## src/rtl/lcd_hex_writer.sv

```systemverilog
// Hex-to-ASCII frame writer for a character LCD driver.
// Streams NUM_NIBBLES hex digits, MSB first, with an optional home command.
module lcd_hex_writer #(
  parameter int NUM_NIBBLES = 16,
  parameter bit HOME_FIRST  = 1'b1
) (
  input  logic        clk,
  input  logic        rst_n,
  input  logic [63:0] value,
  input  logic        start,
  output logic        busy,
  output logic        done,
  input  logic        lcd_ready,
  output logic [7:0]  lcd_char,
  output logic        lcd_write,
  output logic        lcd_home
);

  typedef enum logic [2:0] {
    IDLE,
    HOME_REQ,
    HOME_WAIT_LO,
    HOME_WAIT_HI,
    CHAR_REQ,
    CHAR_WAIT_LO,
    CHAR_WAIT_HI,
    DONE
  } state_t;

  localparam logic [3:0] LAST = 4'(NUM_NIBBLES - 1);

  state_t      state_q;
  state_t      state_d;
  logic [63:0] shadow_q;
  logic [3:0]  cnt_q;
  logic        load;
  logic        advance;
  logic [3:0]  nib_idx;
  logic [3:0]  nibble;
  logic [7:0]  code;
  logic        in_char;

  // State, shadow copy of the value and digit counter
  always_ff @(posedge clk) begin
    if (!rst_n) begin
      state_q  <= IDLE;
      shadow_q <= '0;
      cnt_q    <= '0;
    end else begin
      state_q <= state_d;
      if (load) begin
        shadow_q <= value;
        cnt_q    <= '0;
      end else if (advance) begin
        cnt_q <= cnt_q + 4'd1;
      end
    end
  end

  // Next state, strobes and status flags
  always_comb begin
    state_d   = state_q;
    load      = 1'b0;
    advance   = 1'b0;
    lcd_write = 1'b0;
    lcd_home  = 1'b0;
    busy      = 1'b1;
    done      = 1'b0;
    unique case (state_q)
      IDLE: begin
        busy = 1'b0;
        if (start) begin
          load    = 1'b1;
          state_d = HOME_FIRST ? HOME_REQ : CHAR_REQ;
        end
      end
      HOME_REQ: begin
        if (lcd_ready) begin
          lcd_home = 1'b1;
          state_d  = HOME_WAIT_LO;
        end
      end
      HOME_WAIT_LO: begin
        if (!lcd_ready) state_d = HOME_WAIT_HI;
      end
      HOME_WAIT_HI: begin
        if (lcd_ready) state_d = CHAR_REQ;
      end
      CHAR_REQ: begin
        if (lcd_ready) begin
          lcd_write = 1'b1;
          state_d   = CHAR_WAIT_LO;
        end
      end
      CHAR_WAIT_LO: begin
        if (!lcd_ready) state_d = CHAR_WAIT_HI;
      end
      CHAR_WAIT_HI: begin
        if (lcd_ready) begin
          advance = 1'b1;
          state_d = (cnt_q == LAST) ? DONE : CHAR_REQ;
        end
      end
      DONE: begin
        busy    = 1'b0;
        done    = 1'b1;
        state_d = IDLE;
      end
      default: state_d = IDLE;
    endcase
  end

  // Digit select and ASCII encode; held until the counter advances
  always_comb begin
    nib_idx = LAST - cnt_q;
    nibble  = shadow_q[{nib_idx, 2'b00} +: 4];
    in_char = (state_q == CHAR_REQ) ||
              (state_q == CHAR_WAIT_LO) ||
              (state_q == CHAR_WAIT_HI);
    code    = 8'h20;
    unique case (1'b1)
      (nibble <= 4'd9): code = 8'h30 + {4'h0, nibble};
      (nibble >= 4'hA): code = 8'h37 + {4'h0, nibble};
    endcase
    lcd_char = in_char ? code : 8'h20;
  end

endmodule

```

## config.mk

```make
export PLATFORM = sky130hd
export DESIGN_NAME = lcd_hex_writer
export DESIGN_NICKNAME = d
export VERILOG_FILES = /design/src/rtl/lcd_hex_writer.sv
export SDC_FILE = /design/constraint.sdc
export NUM_CORES = 1
export LEC_CHECK = 0
export CORE_MARGIN = 2
export CORE_UTILIZATION = 50
export CTS_CLUSTER_DIAMETER = 200
export CTS_CLUSTER_SIZE = 25
export DETAILED_ROUTE_END_ITERATION = 10
export GPL_TIMING_DRIVEN = 0
export MAX_ROUTING_LAYER = met4
export PLACE_DENSITY = 0.88
export SYNTH_ARGS = -nofsm -noshare
export SYNTH_HDL_FRONTEND = slang
export SYNTH_SLANG_ARGS = --single-unit
```

## constraint.sdc

```tcl
create_clock -name clk -period 4.05 [get_ports clk]
set_input_delay 1.0125 -clock clk [delete_from_list [all_inputs] [get_ports clk]]
set_output_delay 1.0125 -clock clk [all_outputs]
set_load 0.005 [all_outputs]
```

## After elaboration in Yosys (flattened, before gate mapping)

Cells that the tools add are included.
Widths: inputs -> output; s select.

| cells by class | value |
|---|---|
| add/subtract/negate cells | 4 |
| multipliers | 0 |
| div/mod/pow operators | 0 |
| $lt $le $gt $ge | 2 |
| eq/ne operators | 15 |
| shift operators | 1 |
| multiplexer cells | 19 |
| bitwise gates (word level) | 1 |
| reduce and logical (&&, ||, !) cells | 6 |

Operator list:

| kind | count |
|---|---|
| $shiftx 64x7->4 | 1 |
| $pmux 3 s8 | 1 |
| $mux 3 | 7 |
| $pmux 8 s2 | 1 |
| $add 6x4->7 const A | 2 |
| $ne 2x2->1 const B | 7 |
| $eq 3x3->1 const B | 4 |
| $mux 1 | 8 |
| $mux 8 | 1 |
| $reduce_and 7->1 | 1 |
| $eq 3x2->1 const B | 2 |
| $add 4x1->4 const B | 1 |
| $eq 4x4->1 const B | 1 |
| $ge 4x4->1 const B | 1 |
| $le 4x4->1 const B | 1 |
| $reduce_or 2->1 | 2 |
| $sub 4x4->4 const A | 1 |
| $eq 3x1->1 const B | 1 |
| $logic_not 3->1 | 1 |
| $logic_or 1x1->1 | 2 |
| $mux 2 | 1 |
| $not 1->1 | 1 |

| word-level totals | value |
|---|---|
| flip-flop bits (word level) | 71 |
| bits in latches | 0 |
| bits in writable memories | 0 |
| ROM bits | 0 |
| bits of input ports | 68 |
| logic and storage cells | 51 |
| memories | 0 |

## Longest topological paths before layout

Gate-level depths: netlist (run 1).

| logic depth | value |
|---|---|
| word-level depth | 5 |
| gate-level depth with buffers | 9 |
| depth with buffers taken out | 7 |

## Least setup slack after synthesis (run 1)

No wires, ideal clock.

| timing path | value |
|---|---|
| kind | reg2out |
| from | reg cnt_q[0] |
| to | out lcd_char[2] |
| arrival | 2.239 ns |
| data required time | 3.038 ns |
| setup slack | 0.798 ns |
| cell stages (with the launch flop) | 10 |
| buffers on the path | 2 |
| cells stage by stage | dfxtp_1 buf_6 buf_2 mux4_2 mux2i_1 mux2_2 ha_1 nor2_1 or3_1 mux2i_1 |

| between the ends | value |
|---|---|
| longest elaborated chain between the ends | 5 |

Ends and longest elaborated chain:

| item | line | RTL |
|---|---|---|
| start: declaration | 35 | `logic [3:0] cnt_q;` |
| start signal: assignment | 55 | `cnt_q <= cnt_q + 4'd1;` |
| $sub 4x4->4 (*) | 115 | `nib_idx = LAST - cnt_q;` |
| $shiftx 64x7->4 (*) | 116 | `nibble = shadow_q[{nib_idx, 2'b00} +: 4];` |
| $add 6x4->7, or another cell as far along | 123 | `(nibble >= 4'hA): code = 8'h37 + {4'h0, nibble};` |
| $pmux 8 s2 (*) | 121 | `unique case (1'b1)` |
| $mux 8 (*) | 125 | `lcd_char = in_char ? code : 8'h20;` |
| end: declaration | 14 | `output logic [7:0] lcd_char,` |

Every way passes the cells marked *; elsewhere a longest branch is shown, timed or not. The select of a mux whose other input is x is not followed.

## Worst setup path in the final report (run 1)

| timing path | value |
|---|---|
| from | reg cnt_q[0] |
| to | out lcd_char[5] |

Same word-level chain as after synthesis.

==> results.md, run 1 <==
• outcome: finished, violations left
• violated checks: setup timing
• sum of routed wire length over all layers: 9.10 mm
• final core occ: 0.689
• count of flip-flops with a built-in enable after synthesis: 0
• Static Leak: 1.70 nW
• worst setup slack before clock tree synthesis: 1.03 ps
• iteration-0 DRC count of the detailed router: 229
• number of nets in the synthesized netlist: 462
• Root Buffer Master: sky130_fd_sc_hd__clkbuf_8
• initial core utilization: 0.510
• area of the die: 7540 sq um
• top fanout value on the critical path: 4
• synthesized area per cell: 8.77 sq um
• critical path startpoint category: flip-flop
• gr ovfl total: 0
• largest buffer count on any clock path: 2
• DP HPWL: 6.31 mm
• Psw: 441 uW
• count of fill cells added during filler insertion: 491
• maximum achievable frequency: 0.245 GHz
• number of hold violations in the final report: 0
• slew at the pin with the worst max-slew slack: 1280 ps
• vertical extent of the die: 86.8 um
• tightest slew margin relative to the limit: 0.139
• type of the worst setup path: flip-flop to output port
• DRC: 0
• total count of max-transition violations in the final report: 0
• Port-buffer cells: 76
• final cycle utilization of the critical path: 1.01
• most frequent standard cell in the layout excluding fill and tap cells: sky130_fd_sc_hd__nand2_1
• maximum capacitance violations: 0
• total power draw: 1.60 mW
• Setup crit start: cnt_q[0]$_SDFFE_PP0P_
• final total negative setup slack: -26.7 ps
• wire length of the first global-routing pass: 14.6 mm
• post-synth cell types: 44
• Min-Delay Path Class: flip-flop to flip-flop
• total iterations of the first detailed-routing run: 5
• Final #Nets: 556
• switching portion of total power: 0.275
• commonest cells after routing, fill and taps aside: sky130_fd_sc_hd__nand2_1 (136), sky130_fd_sc_hd__clkdlybuf4s50_1 (73), sky130_fd_sc_hd__dfxtp_1 (70)
• maximum number of pins on one net before global-route repair: 13
• standard-cell row count: 30
• post-synthesis sequential area ratio: 0.415
• number of I/O pins: 80
• relative contribution of sequential cells to total power: 0.484
• Worst Skew: 6.21 ps
• number of antenna violations at the first check in global routing: 0
• fraction of final layout cells with drive strength greater than 1: 0.118
• vias per std cell: 5.50
• Crit. End Element: output port
• start of the worst register-to-register path: state_q[2]$_SDFFE_PN0P_
• TritonCTS clock tree: yes
• Synthesis Warnings: 0
• Max H-tree Level: 3
• number of global-route vias before repair: 3,210
• Main synth FF type: sky130_fd_sc_hd__dfxtp_1
• share of total power in the clock network: 0.342
• netlist area before placement: 3430 sq um
• post-route antenna net violation count: 0
• Gate power share: 0.173
• Worst EP arrival: 3060 ps
• synthesis-to-layout area growth: 35.0%
• weighted congestion at the end of routability-driven global placement: 0.913
• overall die width: 86.8 um
• Ant. Diodes: 0
• total internal power: 1.16 mW
• min-delay src: shadow_q[31]$_SDFFE_PN0P_
• number of vias in the routed layout: 3,137
• Post-Synthesis Cells: 391
• average wire per cell in the routed design: 16.0 um
• final-report setup violation count: 1
• number of clock buffers inserted by TritonCTS: 9
• register bit total from synthesis: 71
• VDD IR-drop max: 179 uV
• proportion of synthesized flip-flops having asynchronous set or reset: 0
• PnR worst setup slack: -26.7 ps
• total number of clock tree sinks: 71
• clock-pin slew reported for the worst setup and hold paths after clock tree synthesis: 80 ps
• Tot GR Track Use: 0.262
• core area: 6720 sq um
• Pwr per Cell Area: 346 nW/um^2
• endpoint required time on the critical path: 3040 ps
• minimum clock period after layout: 4080 ps
• clock insertion delay at the later pin of the skew report: 350 ps
area by class of cell:
type / count / area, sq um / area share
flip-flops and latches: 71 / 1420 / 0.307
repair buffers: 84 / 825 / 0.178
clock inverters: 4 / 28.8 / 0.00622
multi-input cells: 283 / 1910 / 0.412
clock buffers: 12 / 165 / 0.0357
inverters: 5 / 18.8 / 0.00405
well taps: 80 / 100 / 0.0216
plain buffers: 31 / 164 / 0.0354
state kept, by name, indices dropped and copies added (netlist names):
name and flops:
shadow_q 64, cnt_q 4, state_q 3
worst paths after layout:
kind,cells past startpoint,slack (ps),end
min reg2reg,2,460,shadow_q[31]$_SDFFE_PN0P_
min,2,460,shadow_q[31]$_SDFFE_PN0P_
max reg2reg,4,1720,shadow_q[63]$_SDFFE_PN0P_
max,9,-30,lcd_char[5]
synthesized netlist by cell type, types with 3 or more instances:
cell type	count	share of area
sky130_fd_sc_hd__mux2i_1	7	0.020
sky130_fd_sc_hd__nand3_1	3	0.0044
sky130_fd_sc_hd__nand2_1	136	0.15
sky130_fd_sc_hd__mux4_2	16	0.11
sky130_fd_sc_hd__dfxtp_1	71	0.41
sky130_fd_sc_hd__clkbuf_1	25	0.027
sky130_fd_sc_hd__nor3_1	4	0.0058
sky130_fd_sc_hd__inv_1	5	0.0055
sky130_fd_sc_hd__a21boi_0	66	0.14
sky130_fd_sc_hd__ha_1	3	0.011
sky130_fd_sc_hd__buf_2	4	0.0058
sky130_fd_sc_hd__nor2_1	11	0.012
sky130_fd_sc_hd__a21oi_1	4	0.0058
through the flow:
step / cell area [sq um] / hold WS (ps) / cells
after floorplan: 3430 / 439 / 391
after global placement: 4290 / 449 / 547
after detailed placement: 4290 / 456 / 547
after CTS: 4560 / 465 / 568
after global routing: 4630 / 481 / 570
final: 4630 / 464 / 570
cell families after synthesis:
group,Yosys count,synth area share
and+or+nand+nor,170,0.207
AOI/OAI and AO/OA,80,0.174
DFF,71,0.415
buffers and inverters,37,0.0453
muxes,25,0.136
adders and majority gates,4,0.0139
xor gates and xnor gates,3,0.00767
other,1,0.00109
critical path, cell delays in order, from the launching register on:
cell and delay (ps):
sky130_fd_sc_hd__dfxtp_2 350, sky130_fd_sc_hd__buf_6 120, sky130_fd_sc_hd__buf_4 140, sky130_fd_sc_hd__mux4_2 530
sky130_fd_sc_hd__mux4_2 530, sky130_fd_sc_hd__buf_4 170, sky130_fd_sc_hd__nor2_1 180, sky130_fd_sc_hd__o21ai_2 110
sky130_fd_sc_hd__nand3_1 80, sky130_fd_sc_hd__clkdlybuf4s50_1 500
power groups by stage:
stage               Combinational [mW]  Sequential [mW]  Clock, mW
floorplan                        0.147            0.780          0
global placement                 0.251            0.787          0
detailed placement               0.259            0.790          0
CTS                              0.265            0.775      0.549
global route                     0.305            0.780      0.583
finish                           0.278            0.776      0.549
timing repair:
action,in CTS,in global routing
endpoints found under the setup margin,7,5
cloned,0,0
pin swaps,0,3
setup buffers,6,2
gates resized for setup,14,12
hold buffers,0,0
layer usage:
| metal | vias to the layer above | GRT usage | share of wire |
|---|---|---|---|
| li1 | 1515 | - | - |
| met1 | 1434 | 0.289 | 0.38 |
| met2 | 154 | 0.437 | 0.51 |
| met3 | 34 | 0.0419 | 0.072 |
| met4 | 0 | 0.170 | 0.036 |
| met5 | - | - | 0 |
(Power assumes the default switching activity.)
==> inputs of run 2 (changes only) <==
- ABC_CLOCK_PERIOD_IN_PS: unset -> 4050
==> results of run 2 <==
Same layout as run 1: the final DEF is identical, and so are final timing and power.
==> inputs of run 3 (changes only) <==
- ABC_AREA: unset -> 1
==> run 3 against run 2 <==
  * The flow now finishes without violations
  * Setup slack better by 190 ps
  * Clock skew increased by 3.5 ps
  * Cell area grew 1.3%
  * Register-to-register slack better by 500 ps
  * Via count increased by 17%
  * Total power is 46% higher
  * Non-clock buffer count is the same
  * Sequential share of layout area shrank 0.36 points
  * Area after synthesis is 3.2% higher
  * Maximum frequency is 5.0% higher
  * First-iteration DRC count fell by 8.7%
  * Utilization is 0.27 points lower
  * Largest power group unchanged
==> results.md, run 3 <==
• outcome: finished, final reports clean
• gr ovfl total: 0, unchanged
• final total negative setup slack: 0 ps, +26.7 ps
• number of antenna violations at the first check in global routing: 0, unchanged
• largest registers: shadow_q x64, cnt_q x4, state_q x3
• Synthesis Warnings: 0, unchanged
• worst setup slack before clock tree synthesis: 429 ps, +428 ps
• Worst R2R End: shadow_q[59]$_SDFFE_PN0P_
• Ant. Diodes: 0, unchanged
• core area: 6830 sq um, +1.7%
• iteration-0 DRC count of the detailed router: 209, -8.7%
• clock-pin slew reported for the worst setup and hold paths after clock tree synthesis: 70 ps, about the same
• number of hold violations in the final report: 0, unchanged
• post-synth top area share: 0.402, -0.0129
• post-synth cell types: 32, -27%
• clock insertion delay at the later pin of the skew report: 350 ps, about the same
• post-detailed-placement cell area: 4430 sq um, +3.3%
• number of I/O pins: 80, unchanged
• final cycle utilization of the critical path: 0.959, -0.0480
• total iterations of the first detailed-routing run: 5, unchanged
• total number of clock tree sinks: 71, unchanged
• minimum clock period after layout: 3880 ps, -194 ps
• synthesis-to-layout area growth: 32.5%
• netlist area before placement: 3540 sq um, +3.2%
• type of the worst setup path: flip-flop to output port
• final-report setup violation count: 0, -1
• fraction of final layout cells with drive strength greater than 1: 0.0970, -0.0213
• total power draw: 2.35 mW, +46%
• most frequent standard cell in the layout excluding fill and tap cells: sky130_fd_sc_hd__nand2_1
• critical path startpoint category: flip-flop
• Worst Skew: 9.67 ps, +3.46 ps
• master of the slowest instance on the critical path: sky130_fd_sc_hd__clkdlybuf4s50_1
• VDD IR-drop max: 339 uV, +90%
• maximum capacitance violations: 0, unchanged
• end of the worst hold path: shadow_q[34]$_SDFFE_PN0P_
• biggest cell delay along the critical path: 490 ps, -40 ps
• standard-cell row count: 30, unchanged
• largest cells by area after synthesis: sky130_fd_sc_hd__dfxtp_1 (40%), sky130_fd_sc_hd__nand2_1 (11%), sky130_fd_sc_hd__a21oi_1 (11%)
• PnR worst setup slack: 168 ps, +194 ps
• proportion of synthesized flip-flops having asynchronous set or reset: 0, unchanged
• Worst EP arrival: 2870 ps, -190 ps
• total count of max-transition violations in the final report: 0, unchanged
• Crit. End Element: output port
• Worst Reg2Reg Path Length in Cells: 7, +3
• post-synthesis sequential area ratio: 0.402, -0.0129
• overall die width: 88.1 um, +1.5%
• kind of cell adding the most delay to the critical path: buffers and inverters
• maximum number of pins on one net before global-route repair: 12, -1
• largest buffer count on any clock path: 2, unchanged
• register ranked first by flip-flop count: shadow_q
• min-delay src: shadow_q[34]$_SDFFE_PN0P_
• DRC: 0, unchanged
• sum of routed wire length over all layers: 9.77 mm, +7.5%
• Root Buffer Master: sky130_fd_sc_hd__clkbuf_8
• endpoint required time on the critical path: 3040 ps, about the same
• area of all placed cells without fillers: 4690 sq um, +1.3%
• initial core utilization: 0.518, +0.00771
• Max H-tree Level: 3, unchanged
• number of vias in the routed layout: 3,678, +17%
• Cell Chain, Critical Path: buf_6, inv_4, buf_6, nand2_1, nand3_1, nand2_1, nor2_1, nor2_2, nor2_4, inv_1, ha_1, inv_2, nand3_4, nand3_2, nand2_1, nand2_1, clkdlybuf4s50_1
• number of clock buffers inserted by TritonCTS: 9, unchanged
• dominant cell type by area after synthesis: sky130_fd_sc_hd__dfxtp_1
• Min-Delay Path Class: flip-flop to flip-flop
• Final #Nets: 674, +21%
• synthesized area per cell: 6.92 sq um, -21%
• post-route antenna net violation count: 0, unchanged
• most numerous cell types in the synthesized netlist: sky130_fd_sc_hd__nand2_1 (107), sky130_fd_sc_hd__a21oi_1 (77), sky130_fd_sc_hd__dfxtp_1 (71)
• vertical extent of the die: 88.1 um, +1.5%
• leading cell type by number of instances after synthesis: sky130_fd_sc_hd__nand2_1
• number of global-route vias before repair: 3,523, +9.8%
• setup repair after global routing missed its margin: no
• Post-Synthesis Cells: 511, +31%
• final core occ: 0.686, -0.00275
• number of cells on the worst hold path: 2, unchanged
• DP HPWL: 7.13 mm, +13%
• register bit total from synthesis: 71, unchanged
• vias per std cell: 5.22, -5.1%
• maximum achievable frequency: 0.258 GHz, +5.0%
• area of the die: 7770 sq um, +3.1%
• worst path buffer plus inverter count: 6, +2
• Port-buffer cells: 77, +1.3%
• top fanout value on the critical path: 10, +6
• wire length of the first global-routing pass: 15.7 mm, +7.6%
• commonest cells after routing, fill and taps aside: sky130_fd_sc_hd__nand2_1 (106), sky130_fd_sc_hd__a21oi_1 (77), sky130_fd_sc_hd__clkdlybuf4s50_1 (75)
• TritonCTS clock tree: yes
• Tot GR Track Use: 0.269, +0.00668
• Largest register FFs: 64, unchanged
• start of the worst register-to-register path: state_q[1]$_SDFFE_PN0P_
• weighted congestion at the end of routability-driven global placement: 0.902, -1.2%
• number of nets in the synthesized netlist: 582, +26%
• Register-to-Register Setup Slack: 2220 ps, +500 ps
• count of flip-flops with a built-in enable after synthesis: 0, unchanged
• Main synth FF type: sky130_fd_sc_hd__dfxtp_1
• average wire per cell in the routed design: 13.9 um, -13%
• Static Leak: 1.98 nW, +16%
• Crit path top cell by count: sky130_fd_sc_hd__nand2_1
• Pwr per Cell Area: 501 nW/um^2, +45%
==> run 3: per-stage QoR <==
stage	hold slack (ps)	cells
floorplan	429	511
global placement	440	684
detailed placement	445	684
CTS	456	700
global route	475	704
finish	454	704
==> run 3: final cells by class <==
type	count	area, sq um
clock inverters	4	70.1
repair buffers	81	806
plain buffers	34	206
multi-input cells	338	1670
clock buffers	12	135
inverters	68	260
fillers	600	2140
flip-flops and latches	71	1420
well taps	96	120
==> run 3: worst max path at each step <==
stage                                      from     endpoint  slack, ps  depth (start not counted)
after global placement    cnt_q[1]$_SDFFE_PP0P_  lcd_char[3]        530                         16
after floorplan           cnt_q[0]$_SDFFE_PP0P_  lcd_char[3]       1230                         15
after global routing      cnt_q[0]$_SDFFE_PP0P_  lcd_char[5]          9                         17
final                     cnt_q[0]$_SDFFE_PP0P_  lcd_char[5]        170                         17
after detailed placement  cnt_q[1]$_SDFFE_PP0P_  lcd_char[3]        430                         16
after CTS                 cnt_q[1]$_SDFFE_PP0P_  lcd_char[3]         20                         16
==> run 3: layer usage <==
layer,wire length [um],track usage,vias to the layer above
li1,-,-,1847
met1,4280,0.336,1662
met2,4630,0.448,149
met3,686,0.0358,20
met4,175,0.0909,0
met5,0,-,-
==> run 3: cells by family after synthesis <==
logic type               count (synthesis)  synth area share
AO/OA/AOI/OAI                          151             0.224
AND/OR/NAND/NOR                        183             0.233
adder cells (fa/ha/maj)                  3            0.0106
buffers and inverters                  102             0.130
flip-flops                              71             0.402
other                                    1           0.00106
==> run 3: repair_timing <==
item | in CTS | in global routing
endpoints found under the setup margin | 0 | 7
resized for setup | 0 | 10
setup buffers | 0 | 4
hold buffers | 0 | 0
==> run 3: tightest hold or removal path, cell delays in order (launching register included) <==
cell	delay, ps
sky130_fd_sc_hd__dfxtp_1	300
sky130_fd_sc_hd__inv_1	60
sky130_fd_sc_hd__a21oi_1	50
==> run 3: report_power, final <==
| group | leakage (nW) | switching, mW | internal, mW |
|---|---|---|---|
| clock | 0.104 | 0.256 | 0.346 |
| sequential | 0.586 | 0.0747 | 0.872 |
| combinational | 1.29 | 0.489 | 0.309 |
| total | 1.98 | 0.820 | 1.53 |
